[config.mk]
export PLATFORM = sky130hd
export DESIGN_NAME = arith_result_serializer
export DESIGN_NICKNAME = d
export VERILOG_FILES = /design/src/rtl/arith_pkg.sv /design/src/rtl/result_fifo.sv /design/src/rtl/arith_result_serializer.sv
export SDC_FILE = /design/constraint.sdc
export NUM_CORES = 1
export LEC_CHECK = 0
export BUFFER_PORTS_ARGS = -buffer_cell sky130_fd_sc_hd__buf_2
export CORE_MARGIN = 3
export CORE_UTILIZATION = 40
export DETAILED_ROUTE_END_ITERATION = 16
export PLACE_DENSITY_LB_ADDON = 0.05
export SETUP_SLACK_MARGIN = 0.05
export SKIP_CTS_REPAIR_TIMING = 1
export SYNTH_ARGS = -nofsm -noshare
export SYNTH_HDL_FRONTEND = slang
export SYNTH_SLANG_ARGS = --single-unit
[constraint.sdc]
create_clock -name CLK -period 3.5 [get_ports CLK]
set_clock_uncertainty 0.2 [all_clocks]
set_input_delay 0.35 -clock CLK [delete_from_list [all_inputs] [get_ports CLK]]
set_output_delay 0.35 -clock CLK [all_outputs]
set_load 0.05 [all_outputs]
[src/rtl/arith_pkg.sv]
// Shared types and size helpers for the arithmetic-result byte serializer.
package arith_pkg;

  typedef enum logic [0:0] {
    StIdle = 1'b0,
    StSend = 1'b1
  } ser_state_e;

  // Bytes per 2*width-bit result.
  function automatic int unsigned nb_bytes(input int unsigned width);
    return (2 * width) / 8;
  endfunction

  // Byte-index width; kept at least 1 bit so the index register always exists.
  function automatic int unsigned idx_width(input int unsigned nb);
    return (nb > 1) ? $clog2(nb) : 1;
  endfunction

endpackage

[src/rtl/result_fifo.sv]
// Synchronous FIFO of Depth entries with push/pop, registered full flag and occupancy count.
module result_fifo #(
  parameter int unsigned DataWidth = 32,
  parameter int unsigned Depth     = 4,
  localparam int unsigned PtrW     = $clog2(Depth),
  localparam int unsigned CntW     = $clog2(Depth + 1)
) (
  input  logic                 clk_i,
  input  logic                 rst_ni,
  input  logic                 push_i,
  input  logic [DataWidth-1:0] wdata_i,
  input  logic                 pop_i,
  output logic [DataWidth-1:0] rdata_o,
  output logic                 full_o,
  output logic                 empty_o,
  output logic [CntW-1:0]      count_o
);

  logic [DataWidth-1:0] mem_q [Depth];
  logic [PtrW-1:0]      wr_ptr_q, wr_ptr_d;
  logic [PtrW-1:0]      rd_ptr_q, rd_ptr_d;
  logic [CntW-1:0]      count_q, count_d;
  logic                 full_q, full_d;

  always_comb begin
    wr_ptr_d = wr_ptr_q;
    rd_ptr_d = rd_ptr_q;
    count_d  = count_q;
    if (push_i) wr_ptr_d = wr_ptr_q + PtrW'(1);
    if (pop_i)  rd_ptr_d = rd_ptr_q + PtrW'(1);
    unique case ({push_i, pop_i})
      2'b10:   count_d = count_q + CntW'(1);
      2'b01:   count_d = count_q - CntW'(1);
      default: count_d = count_q;
    endcase
    full_d = (count_d == CntW'(Depth));
  end

  always_ff @(posedge clk_i or negedge rst_ni) begin
    if (!rst_ni) begin
      wr_ptr_q <= '0;
      rd_ptr_q <= '0;
      count_q  <= '0;
      full_q   <= 1'b0;
    end else begin
      wr_ptr_q <= wr_ptr_d;
      rd_ptr_q <= rd_ptr_d;
      count_q  <= count_d;
      full_q   <= full_d;
    end
  end

  // Storage needs no reset; occupancy is tracked by the pointers and count.
  always_ff @(posedge clk_i) begin
    if (push_i) mem_q[wr_ptr_q] <= wdata_i;
  end

  assign rdata_o = mem_q[rd_ptr_q];
  assign full_o  = full_q;
  assign empty_o = (count_q == '0);
  assign count_o = count_q;

endmodule

[src/rtl/arith_result_serializer.sv]
// Buffers ALU results flagged by Arith_Flag and streams them out LSB byte first over
// a valid/ready byte interface, flagging results dropped on a full buffer.
module arith_result_serializer
  import arith_pkg::*;
#(
  parameter int unsigned Width = 16,
  parameter int unsigned Depth = 4
) (
  input  logic                        CLK,
  input  logic                        RST,
  input  logic signed [2*Width-1:0]   Arith_OUT,
  input  logic                        Arith_Flag,
  input  logic                        Clear,
  input  logic                        Byte_Ready,
  output logic [7:0]                  Byte_OUT,
  output logic                        Byte_Valid,
  output logic                        Byte_Last,
  output logic                        Fifo_Full,
  output logic                        Overrun
);

  localparam int unsigned RW      = 2 * Width;
  localparam int unsigned NB      = nb_bytes(Width);
  localparam int unsigned IdxW    = idx_width(NB);
  localparam int unsigned CntW    = $clog2(Depth + 1);
  localparam logic [IdxW-1:0] LastIdx = IdxW'(NB - 1);

  ser_state_e      state_q, state_d;
  logic [RW-1:0]   shift_q, shift_d;
  logic [IdxW-1:0] idx_q, idx_d;
  logic            valid_q, valid_d;
  logic            last_q, last_d;
  logic            overrun_q, overrun_d;

  logic            push, pop, drop;
  logic [RW-1:0]   head;
  logic            fifo_empty;
  logic [CntW-1:0] fifo_count;

  // Capture decision uses the start-of-cycle count: no pop bypass when full.
  assign push = Arith_Flag && (fifo_count < CntW'(Depth));
  assign drop = Arith_Flag && !(fifo_count < CntW'(Depth));

  result_fifo #(
    .DataWidth (RW),
    .Depth     (Depth)
  ) u_fifo (
    .clk_i   (CLK),
    .rst_ni  (RST),
    .push_i  (push),
    .wdata_i (Arith_OUT),
    .pop_i   (pop),
    .rdata_o (head),
    .full_o  (Fifo_Full),
    .empty_o (fifo_empty),
    .count_o (fifo_count)
  );

  always_comb begin
    state_d = state_q;
    shift_d = shift_q;
    idx_d   = idx_q;
    valid_d = valid_q;
    last_d  = last_q;
    pop     = 1'b0;
    unique case (state_q)
      StIdle: begin
        if (!fifo_empty) begin
          pop     = 1'b1;
          shift_d = head;
          idx_d   = '0;
          valid_d = 1'b1;
          last_d  = (LastIdx == '0);
          state_d = StSend;
        end
      end
      StSend: begin
        if (valid_q && Byte_Ready) begin
          if (idx_q != LastIdx) begin
            shift_d = shift_q >> 8;
            idx_d   = idx_q + IdxW'(1);
            last_d  = ((idx_q + IdxW'(1)) == LastIdx);
          end else if (!fifo_empty) begin
            // Chain straight into the next result so the stream has no bubble.
            pop     = 1'b1;
            shift_d = head;
            idx_d   = '0;
            last_d  = (LastIdx == '0);
          end else begin
            valid_d = 1'b0;
            last_d  = 1'b0;
            state_d = StIdle;
          end
        end
      end
      default: state_d = StIdle;
    endcase
  end

  // A drop in the same cycle as Clear keeps the flag set.
  always_comb begin
    overrun_d = overrun_q;
    if (Clear) overrun_d = 1'b0;
    if (drop)  overrun_d = 1'b1;
  end

  always_ff @(posedge CLK or negedge RST) begin
    if (!RST) begin
      state_q   <= StIdle;
      shift_q   <= '0;
      idx_q     <= '0;
      valid_q   <= 1'b0;
      last_q    <= 1'b0;
      overrun_q <= 1'b0;
    end else begin
      state_q   <= state_d;
      shift_q   <= shift_d;
      idx_q     <= idx_d;
      valid_q   <= valid_d;
      last_q    <= last_d;
      overrun_q <= overrun_d;
    end
  end

  assign Byte_OUT   = shift_q[7:0];
  assign Byte_Valid = valid_q;
  assign Byte_Last  = last_q;
  assign Overrun    = overrun_q;

endmodule
# Yosys cells after proc, flatten, opt, wreduce, memory -nomap -nowiden
# Memories as Yosys holds them, arrays and structs flattened.
# Cells that the tools add are included.
dict set report totals {
  output_inout_bits 12
  mem_bits_ro 0
  ram_bits 128
  memories 1
  in_bits 37
  word_cells 64
  register_bits 46
  latchBits 0
}
# name depth width rd rd_clocked_by_memory_dff wr line
set memory_table {}
lappend memory_table {u_fifo.mem_q 4 32 1 0 1 result_fifo.sv:19} ;# logic [DataWidth-1:0] mem_q [Depth];
dict set report classes {
  n_eq_ne 9
  order_cmp 1
  multipliers 0
  n_mux 29
  shift 0
  n_bitwise 1
  addsub 5
  n_reduce_logical 8
  n_div 0
}
# op count
set op_table {}
lappend op_table {{2-to-1 mux 32 bit} 3}
lappend op_table {{one-hot mux 32 bit (2 select lines)} 1}
lappend op_table {{2-to-1 mux 1 bit} 16}
lappend op_table {{one-hot mux 1 bit (2 select lines)} 4}
lappend op_table {{adder 2 x 1 -> 2 bit, second input constant} 3}
lappend op_table {{2-to-1 mux 2 bit} 3}
lappend op_table {{!= test 2 bit, second input constant} 3}
lappend op_table {{one-hot mux 3 bit (2 select lines)} 1}
lappend op_table {{== test 2 bit, second input constant} 2}
lappend op_table {{!= test 2 x 1 -> 1 bit, second input constant} 2}
lappend op_table {{one-hot mux 2 bit (2 select lines)} 1}
lappend op_table {{AND reduction 4 bit} 1}
lappend op_table {{adder 3 x 1 -> 3 bit, second input constant} 1}
lappend op_table {{== test 3 bit, second input constant} 1}
lappend op_table {{logical AND 1 bit} 3}
lappend op_table {{zero test 3 bit} 1}
lappend op_table {{< comparator 3 bit, second input constant} 1}
lappend op_table {{subtractor 3 x 1 -> 3 bit, second input constant} 1}
lappend op_table {{== test 2 x 1 -> 1 bit, second input constant} 1}
lappend op_table {{AND reduction 2 bit} 1}
lappend op_table {{nonzero test 2 bit} 1}
lappend op_table {{zero test 1 bit} 1}
lappend op_table {{NOT 1 bit} 1}

# Longest topological paths before layout
# Gate-level depths: netlist of the first run.
dict set report logic_depth {
  ltp_word 8
  depth_mapped 10
  ltp_nobuf 9
}

# Cells and area by module
# Synthesis of the first run repeated with hierarchy kept, for this count alone.
dict set report unflattened {
  hier_cells 386
  area_unflattened_um2 7076.8
}
# mod cells_each seq_area_each_um2 area_each_um2 instances
set modules_own_cells {}
lappend modules_own_cells {result_fifo 209 4043.9 5117.4 1}
lappend modules_own_cells {arith_result_serializer 177 950.9 1959.4 1}

# Worst setup path after synthesis of the first run
# OpenSTA, ideal clock, no wires.
dict set report synth_path {
  path_kind {reg2reg}
  start {register valid_q, in the netlist Byte_Valid}
  end {register u_fifo.full_q, in the netlist u_fifo.full_o}
  arrival_ns 2.728
  stages_incl_launch_ff 11
  path_slack_ns 0.478
  required_time_ns 3.206
  period_less_slack_ns 3.022
  setup_time_ns 0.094
  n_path_buf 2
  cell_sequence {dfrtp_1 buf_2 nand3_1 a21oi_2 buf_2 ha_1 inv_1 fa_1 xor2_1 or3_1 a211oi_1}
}
dict set report synth_between {
  elab_chain_len 6
  word_cells_on_any_way 7
  classes_between {eq/ne: 3; mux: 3; reduce/logical: 1}
}
# element line
set synth_lines {}
lappend synth_lines {{start, declared} arith_result_serializer.sv:31} ;# logic valid_q, valid_d;
lappend synth_lines {{start signal, assigned} arith_result_serializer.sv:119} ;# valid_q <= valid_d;
lappend synth_lines {{logical AND 1 bit *} arith_result_serializer.sv:78} ;# if (valid_q && Byte_Ready) begin
lappend synth_lines {{2-to-1 mux 1 bit *} arith_result_serializer.sv:78}
lappend synth_lines {{one-hot mux 1 bit (2 select lines) *} arith_result_serializer.sv:66} ;# unique case (state_q)
lappend synth_lines {{== test 2 x 1 -> 1 bit / == test 2 bit (equally long branches)} result_fifo.sv:31} ;# unique case ({push_i, pop_i})
lappend synth_lines {{one-hot mux 3 bit (2 select lines) *} result_fifo.sv:31}
lappend synth_lines {{== test 3 bit *} result_fifo.sv:36} ;# full_d = (count_d == CntW'(Depth));
lappend synth_lines {{net u_fifo.full_d} result_fifo.sv:23} ;# logic full_q, full_d;
lappend synth_lines {{end signal, assigned} result_fifo.sv:49} ;# full_q <= full_d;
lappend synth_lines {{end, declared} result_fifo.sv:23}
# The timed path passes the listed nets; every way through them passes the cells marked *.
# A chain may end at the register's enable or synchronous reset.

# Worst setup path after layout of the first run
dict set report layout_path {
  start {register idx_q[0]}
  end {register u_fifo.full_q, in the netlist u_fifo.full_o}
}
dict set report layout_between {
  elab_chain_len 7
  word_cells_on_any_way 8
  classes_between {eq/ne: 4; mux: 4}
}
# element line
set layout_lines {}
lappend layout_lines {{start, declared} arith_result_serializer.sv:30} ;# logic [IdxW-1:0] idx_q, idx_d;
lappend layout_lines {{start signal, assigned} arith_result_serializer.sv:118} ;# idx_q <= idx_d;
lappend layout_lines {{!= test 2 bit *} arith_result_serializer.sv:79} ;# if (idx_q != LastIdx) begin
lappend layout_lines {{2-to-1 mux 1 bit *} arith_result_serializer.sv:79}
lappend layout_lines {{2-to-1 mux 1 bit *} arith_result_serializer.sv:78}
lappend layout_lines {{one-hot mux 1 bit (2 select lines) *} arith_result_serializer.sv:66}
lappend layout_lines {{== test 2 x 1 -> 1 bit / == test 2 bit (equally long branches)} result_fifo.sv:31}
lappend layout_lines {{one-hot mux 3 bit (2 select lines) *} result_fifo.sv:31}
lappend layout_lines {{== test 3 bit *} result_fifo.sv:36}
lappend layout_lines {{net u_fifo.full_d} result_fifo.sv:23}
# Marks and branches as above.

==> impl_results.rst, run 1 <==
.. list-table::
   :header-rows: 1

   * - Metric
     - Value
   * - Post-synthesis average cell area
     - 17.90 um2
   * - Setup repair after global routing missed its margin
     - false
   * - Distinct cell type count of the synthesized netlist
     - 38
   * - Result of the run
     - finished clean
   * - Std-Cell Rows
     - 48
   * - Clock tree from TritonCTS
     - built
   * - Warnings from Yosys
     - 0
   * - Pin count of the biggest net entering global routing
     - 56
   * - TNS Setup
     - 0 ns
   * - Worst min-delay path class
     - primary input to flip-flop
   * - Number of clock sinks
     - 174
   * - Most frequently used flop master after synthesis
     - sky130_fd_sc_hd__edfxtp_1
   * - Antenna violations before repair
     - 0
   * - Startpoint type of the worst setup path
     - flip-flop
   * - Clock insertion delay at the later pin of the skew report
     - 0.42 ns
   * - Reg2reg setup slack
     - 0.96 ns
   * - Reported leakage power
     - 3.300 nW
   * - CTS root buffer
     - sky130_fd_sc_hd__clkbuf_16
   * - Final weighted congestion of routability-driven global placement
     - 0.7272
   * - Floorplan core area
     - 17660 um2
   * - Class of the most critical setup path
     - flip-flop to flip-flop
   * - Total power
     - 6.618 mW
   * - Main area contributors after synthesis
     - sky130_fd_sc_hd__edfxtp_1 52%, sky130_fd_sc_hd__dfrtp_1 16%, sky130_fd_sc_hd__mux4_2 6.7%
   * - Final Hold Viols
     - 0
   * - Die Y
     - 141.6 um
   * - Maximum level of the CTS H-tree
     - 4
   * - CTS max path bufs
     - 2
   * - I/O pin count
     - 49
   * - Crit path DAT
     - roughly 2.7 ns
   * - Worst IR Drop VDD
     - 412.1 uV
   * - Number of cells traversed by the worst register-to-register path
     - 9
   * - Proportion of layout cells with a drive suffix above 1
     - 23.90%
   * - Peak clock frequency supported by timing
     - 394.2 MHz
   * - Layout Area Growth over Synthesis
     - 17.84%
   * - Maximum fanout along the worst path
     - 5
   * - Leftover overflow at the end of global routing
     - 0
   * - Number of cells after detailed placement
     - about 660
   * - Share of synthesized registers carrying an async set or reset
     - a little over a quarter
   * - Clock buffers created by TritonCTS
     - 17
   * - Number of flops mapped to enable cells by yosys
     - 128
   * - Slew at the pin with the worst max-slew slack
     - 0.8045 ns
   * - Full die area
     - 20060 um2
   * - Gate count of the mapped netlist
     - just over 400
   * - Utilization after layout
     - 49.11%
   * - First-pass GRT wire length
     - 24.08 mm
   * - Count of final setup violators
     - 0
   * - Required time of the critical path
     - 3.63 ns
   * - Initial cell density of the core
     - roughly two fifths
   * - Routed via count divided by cell count
     - 5.461
   * - Vias after detailed routing
     - 3948
   * - Final setup margin
     - 0.9635 ns
   * - Clock-pin slew of the registers on the worst-case setup and hold paths
     - 0.07 ns
   * - Hpwl dp
     - 8.767 mm
   * - Ratio of final minimum period to clock period
     - between 70% and 80%
   * - Initial DRT Pass Iterations
     - 4
   * - Number of antenna cells inserted
     - 0
   * - Detailed-route DRC error count
     - 0
   * - Critical path capture point type
     - flip-flop
   * - Total routing resource utilization after global routing
     - 16.07%
   * - Count of input and output buffers
     - 48
   * - Post-synth top area share
     - 52.24%
   * - Total count of max-transition violations in the final report
     - 0
   * - Number of flip-flops and latches in the synthesized netlist
     - 174
   * - Reported max-cap violation count
     - 0
   * - Nets
     - 531
   * - Power per unit of standard cell area
     - 763.3 nW/um2
   * - Crit path time final
     - 2.537 ns
   * - Vias in the first global route
     - 3989
   * - Fillcell total
     - 1526
   * - Routed Wire Length
     - 15.40 mm
   * - Number of antenna-violating nets in the routed design
     - 0
   * - Chip width
     - around 140 um
   * - Routed wire length per instance
     - 21.30 um
   * - Violation count after the first detailed-route iteration
     - 314
   * - Final cell count without fillers
     - 723
   * - Syn nets
     - 456
   * - Worst setup timing slack at the placement stage
     - 0.9634 ns
   * - Slew HR
     - 46.37%
   * - Cell depth of the worst min-delay path
     - 3
   * - Cell type with the highest aggregate area in the netlist
     - sky130_fd_sc_hd__edfxtp_1
   * - Sequential cell area fraction in the yosys report
     - 67.88%
   * - Total standard cell area after synthesis
     - 7358 um2
critical path, cell delays in order, from the launching register on:
cell and delay, ns:
sky130_fd_sc_hd__dfrtp_1 0.41, sky130_fd_sc_hd__ha_1 0.19, sky130_fd_sc_hd__nand3_1 0.12, sky130_fd_sc_hd__a21oi_2 0.18
sky130_fd_sc_hd__ha_1 0.20, sky130_fd_sc_hd__inv_1 0.06, sky130_fd_sc_hd__fa_1 0.37, sky130_fd_sc_hd__xor2_1 0.15
sky130_fd_sc_hd__or3_1 0.33, sky130_fd_sc_hd__a211oi_1 0.25
routing by layer:
metal  part of all wire (%)  global-route usage, %  vias up  wire length (um)
li1                       -                      -     1822                 -
met1                     48                  23.65     2042              7405
met2                     46                  23.34       68              7137
met3                    3.9                  4.483       16               596
met4                    1.7                  5.051        0               258
met5                      0                      0        -                 0
state kept, by name (all words and copies together), names as in the netlist:
| name | flops |
|---|---|
| shift_q | 32 |
| u_fifo.wr_ptr_q | 2 |
| u_fifo.rd_ptr_q | 2 |
| state_q | 1 |
| u_fifo.mem_q | 128 |
| Overrun | 1 |
| Byte_Last | 1 |
| u_fifo.count_o | 3 |
| Byte_Valid | 1 |
| u_fifo.full_o | 1 |
| idx_q | 2 |
cells in the mapped netlist (2+ instances only):
master	count
sky130_fd_sc_hd__a211oi_1	2
sky130_fd_sc_hd__a21bo_2	2
sky130_fd_sc_hd__a21boi_0	24
sky130_fd_sc_hd__a221o_1	24
sky130_fd_sc_hd__a22o_1	10
sky130_fd_sc_hd__and2_1	4
sky130_fd_sc_hd__and4b_1	24
sky130_fd_sc_hd__buf_12	2
sky130_fd_sc_hd__buf_2	8
sky130_fd_sc_hd__buf_4	8
sky130_fd_sc_hd__buf_6	4
sky130_fd_sc_hd__clkbuf_1	17
sky130_fd_sc_hd__dfrtp_1	46
sky130_fd_sc_hd__edfxtp_1	128
sky130_fd_sc_hd__ha_1	7
sky130_fd_sc_hd__inv_1	9
sky130_fd_sc_hd__mux2i_1	2
sky130_fd_sc_hd__mux4_1	10
sky130_fd_sc_hd__mux4_2	22
sky130_fd_sc_hd__nand2_1	8
sky130_fd_sc_hd__o21a_1	24
sky130_fd_sc_hd__o21ai_0	6
sky130_fd_sc_hd__or3_1	2
sky130_fd_sc_hd__xnor2_1	3
sky130_fd_sc_hd__xor2_1	2
cells by family after synthesis:
group	Yosys count	synth area share, %
buffers and inverters	49	3.894
and+or+nand+nor	45	4.931
xor gates and xnor gates	5	0.5952
DFF	174	67.88
muxes	34	10.58
AOI/OAI and AO/OA	96	10.66
adders and majority gates	8	1.462
cell type report:
class | instances | area [um2] | share of cell area (%)
timing repair buffer | 96 | 700.7 | 8.081
clock buffer | 18 | 429.2 | 4.949
tap | 225 | 281.5 | 3.247
clock inverter | 13 | 152.6 | 1.760
inverter | 9 | 33.78 | 0.3896
multi-input combinational | 188 | 2077 | 23.95
sequential | 174 | 4996 | 57.62
report_power, final:
part / internal (mW) / switching (mW) / total (mW)
sequential: 2.71 / 0.280 / 2.98
clock: 1.07 / 0.818 / 1.88
combinational: 0.822 / 0.927 / 1.75
through the flow:
step,area (um2),hold slack (ns)
floorplan,7358,-0.1456
global placement,7739,0.2673
detailed placement,7739,0.2884
CTS,8320,-0.1708
global route,8671,0.2425
finish,8671,0.2228
final timing paths:
| check | start | end |
|---|---|---|
| max | idx_q[0]$_DFFE_PN0N_ | u_fifo.full_o$_DFF_PN0_ |
| min | Arith_Flag | u_fifo.wr_ptr_q[0]$_DFFE_PN0P_ |
| max reg2reg | idx_q[0]$_DFFE_PN0N_ | u_fifo.full_o$_DFF_PN0_ |
| min reg2reg | shift_q[25]$_DFFE_PN0N_ | shift_q[25]$_DFFE_PN0N_ |
| max in group asynchronous | RST | shift_q[21]$_DFFE_PN0N_ |
| min in group asynchronous | RST | shift_q[4]$_DFFE_PN0N_ |
cells in the final DEF, fill, tap and decap left out, types with 3 or more instances in the layout:
cell / synthesis / layout
sky130_fd_sc_hd__dfrtp_1: 46 / 45
sky130_fd_sc_hd__and2_1: 4 / 4
sky130_fd_sc_hd__dlygate4sd3_1: 0 / 35
sky130_fd_sc_hd__o21ai_0: 6 / 6
sky130_fd_sc_hd__buf_4: 8 / 12
sky130_fd_sc_hd__inv_6: 0 / 6
sky130_fd_sc_hd__a221o_1: 24 / 24
sky130_fd_sc_hd__inv_1: 9 / 9
sky130_fd_sc_hd__o21a_1: 24 / 24
sky130_fd_sc_hd__and4b_1: 24 / 24
sky130_fd_sc_hd__mux4_1: 10 / 10
sky130_fd_sc_hd__a21boi_0: 24 / 24
sky130_fd_sc_hd__xnor2_1: 3 / 3
sky130_fd_sc_hd__clkbuf_16: 0 / 17
sky130_fd_sc_hd__mux4_2: 22 / 22
sky130_fd_sc_hd__ha_1: 7 / 7
sky130_fd_sc_hd__a22o_1: 10 / 10
sky130_fd_sc_hd__buf_2: 8 / 48
sky130_fd_sc_hd__edfxtp_1: 128 / 128
sky130_fd_sc_hd__nand2_1: 8 / 8
Note: power is estimated with default switching activity, not from simulation.
==> inputs of run 2 (changes only) <==
==> constraint.sdc (replaced) <==
create_clock -name CLK -period 2.65 [get_ports CLK]
set_clock_uncertainty 0.2 [all_clocks]
set_input_delay 0.265 -clock CLK [delete_from_list [all_inputs] [get_ports CLK]]
set_output_delay 0.265 -clock CLK [all_outputs]
set_load 0.05 [all_outputs]
==> run 2 against run 1 <==
  * Clock-buffer cell count did not move
  * Cell count rose by 1.2%
  * Cell area rose by 0.69%
  * Sequential power rose by 30%
  * Flip-flop and latch count did not move
  * Critical path type unchanged
==> impl_results.rst, run 2 (same netlist as run 1, synthesis figures left out) <==
.. list-table::
   :header-rows: 1

   * - Metric
     - Value
   * - Number of antenna-violating nets in the routed design
     - 0 (unchanged)
   * - Layout Area Growth over Synthesis
     - 18.65%
   * - Number of antenna cells inserted
     - 0 (unchanged)
   * - Maximum fanout along the worst path
     - 5 (unchanged)
   * - Antenna violations before repair
     - 0 (unchanged)
   * - Violation count after the first detailed-route iteration
     - 190 (-39%)
   * - Clock insertion delay at the later pin of the skew report
     - 0.42 ns (about the same)
   * - Leftover overflow at the end of global routing
     - 0 (unchanged)
   * - Class of the most critical setup path
     - flip-flop to flip-flop
   * - Total power
     - 8.643 mW (+31%)
   * - Full die area
     - 20060 um2 (unchanged)
   * - Initial cell density of the core
     - 41.67% (unchanged)
   * - Peak clock frequency supported by timing
     - 418.5 MHz (+6.2%)
   * - Fraction of power consumed by the clock network
     - 26.9% (-1.6 points)
   * - CTS root buffer
     - sky130_fd_sc_hd__clkbuf_16
   * - Vias after detailed routing
     - 3966 (+0.46%)
   * - Maximum level of the CTS H-tree
     - 4 (unchanged)
   * - Routed wire length per instance
     - 20.91 um (-1.8%)
   * - CTS max path bufs
     - 2 (unchanged)
   * - Result of the run
     - finished clean
   * - Vias in the first global route
     - 4066 (+1.9%)
   * - Maximum cell stage delay along the critical path
     - 0.40 ns (about the same)
   * - Nets
     - 539 (+1.5%)
   * - Routed via count divided by cell count
     - 5.418 (-0.78%)
   * - Final weighted congestion of routability-driven global placement
     - 0.7146 (-1.7%)
   * - Detailed-route DRC error count
     - 0 (unchanged)
   * - Worst min-delay path class
     - primary input to async pin
   * - Crit path DAT
     - 2.53 ns (-0.14 ns)
   * - Worst IR Drop VDD
     - 537.3 uV (+30%)
   * - Internal power
     - 6.003 mW (+31%)
   * - Die Y
     - 141.6 um (unchanged)
   * - Slew HR
     - 67.06% (+21 points)
   * - Sequential fraction of design power
     - 44.6% (-0.5 points)
   * - Most common cell after layout, fill and taps aside
     - sky130_fd_sc_hd__edfxtp_1
   * - Power share of the combinational group
     - 28.5% (+2.1 points)
   * - Reported leakage power
     - 3.310 nW (+0.29%)
   * - Clock tree from TritonCTS
     - built
   * - Ratio of final minimum period to clock period
     - 90.17% (+18 points)
   * - Most frequent cells in the layout
     - 128 x sky130_fd_sc_hd__edfxtp_1, 48 x sky130_fd_sc_hd__buf_2, 44 x sky130_fd_sc_hd__dfrtp_1, 35 x sky130_fd_sc_hd__dlygate4sd3_1
   * - Slowest stage cell, crit path
     - sky130_fd_sc_hd__dfrtp_1
   * - Initial DRT Pass Iterations
     - 4 (unchanged)
   * - Chip width
     - 141.6 um (unchanged)
   * - Clock-pin slew of the registers on the worst-case setup and hold paths
     - 0.07 ns (about the same)
   * - Clock buffers created by TritonCTS
     - 17 (unchanged)
   * - Cell Chain, Critical Path
     - ha_1 -> nand3_4 -> a21oi_4 -> ha_4 -> inv_1 -> fa_1 -> xor2_1 -> or3_1 -> a211oi_1
   * - Startpoint type of the worst setup path
     - flip-flop
   * - Floorplan core area
     - 17660 um2 (unchanged)
   * - Fillcell total
     - 1500 (-1.7%)
   * - Count of final setup violators
     - 0 (unchanged)
   * - Required time of the critical path
     - 2.79 ns (-0.84 ns)
   * - TNS Setup
     - 0 ns (unchanged)
   * - First-pass GRT wire length
     - 24.06 mm (about the same)
   * - Setup repair after global routing missed its margin
     - false
   * - Flip-flop count of the largest register, all copies and words added
     - 128 (unchanged)
   * - Number of clock sinks
     - 174 (unchanged)
   * - Total net switching power
     - 2.640 mW (+30%)
   * - Std-Cell Rows
     - 48 (unchanged)
   * - Power per unit of standard cell area
     - 989.9 nW/um2 (+30%)
   * - Final Hold Viols
     - 0 (unchanged)
   * - Critical path capture point type
     - flip-flop
   * - Pin count of the biggest net entering global routing
     - 56 (unchanged)
   * - Routed Wire Length
     - 15.31 mm (-0.57%)
   * - Crit path time final
     - 2.389 ns (-0.1471 ns)
   * - Slew at the pin with the worst max-slew slack
     - 0.4941 ns (-0.3104 ns)
   * - Count of input and output buffers
     - 48 (unchanged)
   * - I/O pin count
     - 49 (unchanged)
   * - Total routing resource utilization after global routing
     - 16.05% (-0.024 points)
   * - Reported max-cap violation count
     - 0 (unchanged)
   * - Hpwl dp
     - 9.151 mm (+4.4%)
   * - Proportion of layout cells with a drive suffix above 1
     - 25.25% (+1.4 points)
   * - Fraction of power spent switching nets
     - 30.55% (-0.047 points)
   * - Total count of max-transition violations in the final report
     - 0 (unchanged)
   * - Top reg by flops
     - u_fifo.mem_q
## run 2: layout make-up
cell class | count | area, um2 | share of cell area [%]
multi-input cells | 188 | 2110 | 24.16
flip-flops and latches | 174 | 4997 | 57.24
repair buffers | 104 | 760.7 | 8.713
clock inverters | 14 | 118.9 | 1.361
clock buffers | 18 | 429.2 | 4.915
inverters | 9 | 33.78 | 0.3869
well taps | 225 | 281.5 | 3.224
## run 2: final timing paths
path | from | end | slack, ns | cells after the start
setup / recovery | idx_q[0]$_DFFE_PN0N_ | u_fifo.full_o$_DFF_PN0_ | 0.26 | 9
hold / removal | RST | shift_q[5]$_DFFE_PN0N_ | 0.09 | 2
min in group CLK | Byte_Ready | u_fifo.rd_ptr_q[1]$_DFFE_PN0N_ | 0.13 | 4
max in group asynchronous | RST | u_fifo.rd_ptr_q[0]$_DFFE_PN0N_ | 1.55 | 3
hold reg to reg | shift_q[30]$_DFFE_PN0N_ | shift_q[30]$_DFFE_PN0N_ | 0.30 | 1
setup reg to reg | idx_q[0]$_DFFE_PN0N_ | u_fifo.full_o$_DFF_PN0_ | 0.26 | 9
## run 2: per-layer routing
metal	track usage, %	wire, um	up-vias
met4	5.758	324	0
met5	0	0	-
met2	24.39	7239	82
li1	-	-	1824
met1	22.93	7248	2036
met3	3.505	496	24
## run 2: worst max-delay path, delay by kind of cell (launching register included)
kind                     cells  cell delay, ns
buffers and inverters        1            0.04
AND/OR/NAND/NOR              2            0.41
XOR/XNOR                     1            0.16
flip-flops                   1            0.40
adder cells (fa/ha/maj)      3            0.75
AO/OA/AOI/OAI                2            0.36
## run 2: metrics by stage
stage	setup WS [ns]	hold WS, ns	cell area, um2	utilization [%]	instances
after CTS	0.2328	-0.4430	8381	47.46	697
after detailed placement	0.2392	0.01604	7833	44.36	665
final	0.2606	0.09372	8731	49.45	732
after global placement	0.2874	0.01077	7833	44.36	665
after floorplan	0.05022	-0.2306	7405	-	411
after global routing	0.1378	0.1245	8731	49.45	732
## run 2: power groups by stage
stage,combinational (mW),clock (mW),sequential [mW]
finish,2.46,2.32,3.86
global route,2.69,2.52,3.93
CTS,2.48,2.39,3.86
detailed placement,2.47,0,3.92
global placement,2.45,0,3.89
floorplan,1.91,0,3.86
==> inputs of run 3 (changes only) <==
--- a/config.mk
+++ b/config.mk
@@ -6,6 +6,8 @@
 export NUM_CORES = 1
 export LEC_CHECK = 0
 export BUFFER_PORTS_ARGS = -buffer_cell sky130_fd_sc_hd__buf_2
+export CELL_PAD_IN_SITES_DETAIL_PLACEMENT = 0
+export CELL_PAD_IN_SITES_GLOBAL_PLACEMENT = 1
 export CORE_MARGIN = 3
 export CORE_UTILIZATION = 40
 export DETAILED_ROUTE_END_ITERATION = 16
==> run 3 against run 2 <==
  * Clock power up 4%
  * Via count grew 0.40%
  * Core utilization rose by 0.099 points
  * Global-route usage fell by 0.52 points
  * Critical path type unchanged
  * Largest cell class unchanged
==> impl_results.rst, run 3 (same netlist as run 1, synthesis figures left out) <==
.. list-table::
   :header-rows: 1

   * - Metric
     - Value
   * - Routed Wire Length
     - 14.96 mm (-2.3%)
   * - Final cell count without fillers
     - 732 (unchanged)
   * - Flip-flop count of the largest register, all copies and words added
     - 128 (unchanged)
   * - Full die area
     - 20060 um2 (unchanged)
   * - Crit path time final
     - 2.449 ns (+0.06009 ns)
   * - Maximum fanout along the worst path
     - 4 (-1)
   * - Number of clock sinks
     - 174 (unchanged)
   * - Reported leakage power
     - 3.334 nW (+0.75%)
   * - CTS root buffer
     - sky130_fd_sc_hd__clkbuf_16
   * - Power per unit of standard cell area
     - 998.6 nW/um2 (+0.88%)
   * - Vias after detailed routing
     - 3982 (+0.40%)
   * - Total routing resource utilization after global routing
     - 15.53% (-0.52 points)
   * - Result of the run
     - finished clean
   * - Number of antenna-violating nets in the routed design
     - 0 (unchanged)
   * - Final setup margin
     - 0.2005 ns (-0.06009 ns)
   * - Number of antenna cells inserted
     - 0 (unchanged)
   * - Routed wire length per instance
     - 20.43 um (-2.3%)
   * - Proportion of layout cells with a drive suffix above 1
     - 25.25% (unchanged)
   * - Initial cell density of the core
     - 41.67% (unchanged)
   * - Final Hold Viols
     - 0 (unchanged)
   * - Total power
     - 8.736 mW (+1.1%)
   * - Worst IR Drop VDD
     - 675.8 uV (+26%)
   * - Class of the most critical setup path
     - flip-flop to flip-flop
   * - Required time of the critical path
     - 2.78 ns (about the same)
   * - Startpoint type of the worst setup path
     - flip-flop
   * - Total placed instance area
     - 7833 um2 (unchanged)
   * - Chip width
     - 141.6 um (unchanged)
   * - Clock-pin slew of the registers on the worst-case setup and hold paths
     - 0.06 ns (about the same)
   * - Routed via count divided by cell count
     - 5.440 (+0.40%)
   * - Count of final setup violators
     - 0 (unchanged)
   * - Peak clock frequency supported by timing
     - 408.2 MHz (-2.5%)
   * - Setup repair after global routing missed its margin
     - false
   * - Initial DRT Pass Iterations
     - 4 (unchanged)
   * - Critical path capture point type
     - flip-flop
   * - Reported max-cap violation count
     - 0 (unchanged)
   * - TNS Setup
     - 0 ns (unchanged)
   * - Layout Area Growth over Synthesis
     - 18.89%
   * - Pin count of the biggest net entering global routing
     - 56 (unchanged)
   * - Hpwl dp
     - 8.959 mm (-2.1%)
   * - Ratio of final minimum period to clock period
     - 92.43% (+2.3 points)
   * - Top reg by flops
     - u_fifo.mem_q
   * - Vias in the first global route
     - 3981 (-2.1%)
   * - Std-Cell Rows
     - 48 (unchanged)
   * - Detailed-route DRC error count
     - 0 (unchanged)
   * - Violation count after the first detailed-route iteration
     - 248 (+31%)
   * - Slew HR
     - 67.32% (+0.26 points)
   * - Count of input and output buffers
     - 48 (unchanged)
   * - First-pass GRT wire length
     - 23.40 mm (-2.8%)
   * - Clock tree from TritonCTS
     - built
   * - Leftover overflow at the end of global routing
     - 0 (unchanged)
   * - Slew at the pin with the worst max-slew slack
     - 0.4902 ns (-0.003878 ns)
   * - Die Y
     - 141.6 um (unchanged)
   * - Maximum level of the CTS H-tree
     - 4 (unchanged)
   * - Clock buffers created by TritonCTS
     - 17 (unchanged)
   * - Most common cell after layout, fill and taps aside
     - sky130_fd_sc_hd__edfxtp_1
   * - Floorplan core area
     - 17660 um2 (unchanged)
   * - Utilization after layout
     - 49.55% (+0.099 points)
   * - Most frequent cells in the layout
     - 128 x sky130_fd_sc_hd__edfxtp_1, 48 x sky130_fd_sc_hd__buf_2, 44 x sky130_fd_sc_hd__dfrtp_1, 35 x sky130_fd_sc_hd__dlygate4sd3_1
   * - Worst setup timing slack at the placement stage
     - 0.1836 ns (-0.05563 ns)
   * - Nets
     - 539 (unchanged)
   * - Total count of max-transition violations in the final report
     - 0 (unchanged)
   * - I/O pin count
     - 49 (unchanged)
   * - Crit path DAT
     - 2.58 ns (+0.05 ns)
   * - Number of cells after detailed placement
     - 665 (unchanged)
   * - CTS max path bufs
     - 2 (unchanged)
   * - WHS
     - 0.08985 ns (-0.003868 ns)
   * - Cell area after layout
     - 8748 um2 (+0.20%)
   * - Worst min-delay path class
     - primary input to async pin
   * - Antenna violations before repair
     - 0 (unchanged)
   * - Final weighted congestion of routability-driven global placement
     - 0.7030 (-1.6%)
   * - Clock insertion delay at the later pin of the skew report
     - 0.42 ns (about the same)
[run 3: cell count changes in the layout (fill, tap and decap cells not counted), sizes merged]
cell	before	now
clkbuf	18	19
clkinv	5	4
clkinvlp	5	0
inv	12	17
[run 3: metal layers]
metal,wire (um),up-vias,global-route usage [%],part of all wire (%)
li1,-,1826,-,-
met1,7246,2072,22.75,48
met2,7099,71,23.29,47
met3,452,13,3.573,3.0
met4,158,0,4.697,1.1
met5,0,-,0,0
[run 3: critical path, cell delays in order, from the launching register on]
cell and delay [ns]:
sky130_fd_sc_hd__dfrtp_1 0.41, sky130_fd_sc_hd__ha_1 0.24, sky130_fd_sc_hd__nand3_4 0.10, sky130_fd_sc_hd__a21oi_4 0.16, sky130_fd_sc_hd__ha_4 0.15, sky130_fd_sc_hd__inv_1 0.04
sky130_fd_sc_hd__fa_1 0.37, sky130_fd_sc_hd__xor2_1 0.16, sky130_fd_sc_hd__or3_1 0.34, sky130_fd_sc_hd__a211oi_2 0.21
[run 3: final cells by class]
class	instances	area, um2
timing repair buffer	104	760.7
sequential	174	4997
inverter	9	33.78
tap	225	281.5
clock buffer	19	432.9
multi-input combinational	188	2115
clock inverter	13	127.6
fill	1517	8909
[run 3: power by group]
part	switching [mW]	internal (mW)	leakage [nW]
Sequential	0.290	3.57	1.75
Combinational	1.32	1.14	1.31
Clock	1.09	1.32	0.276
[run 3: path summary, 6_finish.rpt]
path                                    startpoint                              to  slack (ns)  cells past startpoint
max                           idx_q[1]$_DFFE_PN0N_         u_fifo.full_o$_DFF_PN0_        0.20                      9
min                                            RST          shift_q[5]$_DFFE_PN0N_        0.09                      2
max reg2reg                   idx_q[1]$_DFFE_PN0N_         u_fifo.full_o$_DFF_PN0_        0.20                      9
min reg2reg                shift_q[25]$_DFFE_PN0N_         shift_q[25]$_DFFE_PN0N_        0.31                      1
max in group asynchronous                      RST  u_fifo.rd_ptr_q[0]$_DFFE_PN0N_        1.56                      3
min in group CLK                        Byte_Ready  u_fifo.rd_ptr_q[1]$_DFFE_PN0N_        0.12                      4
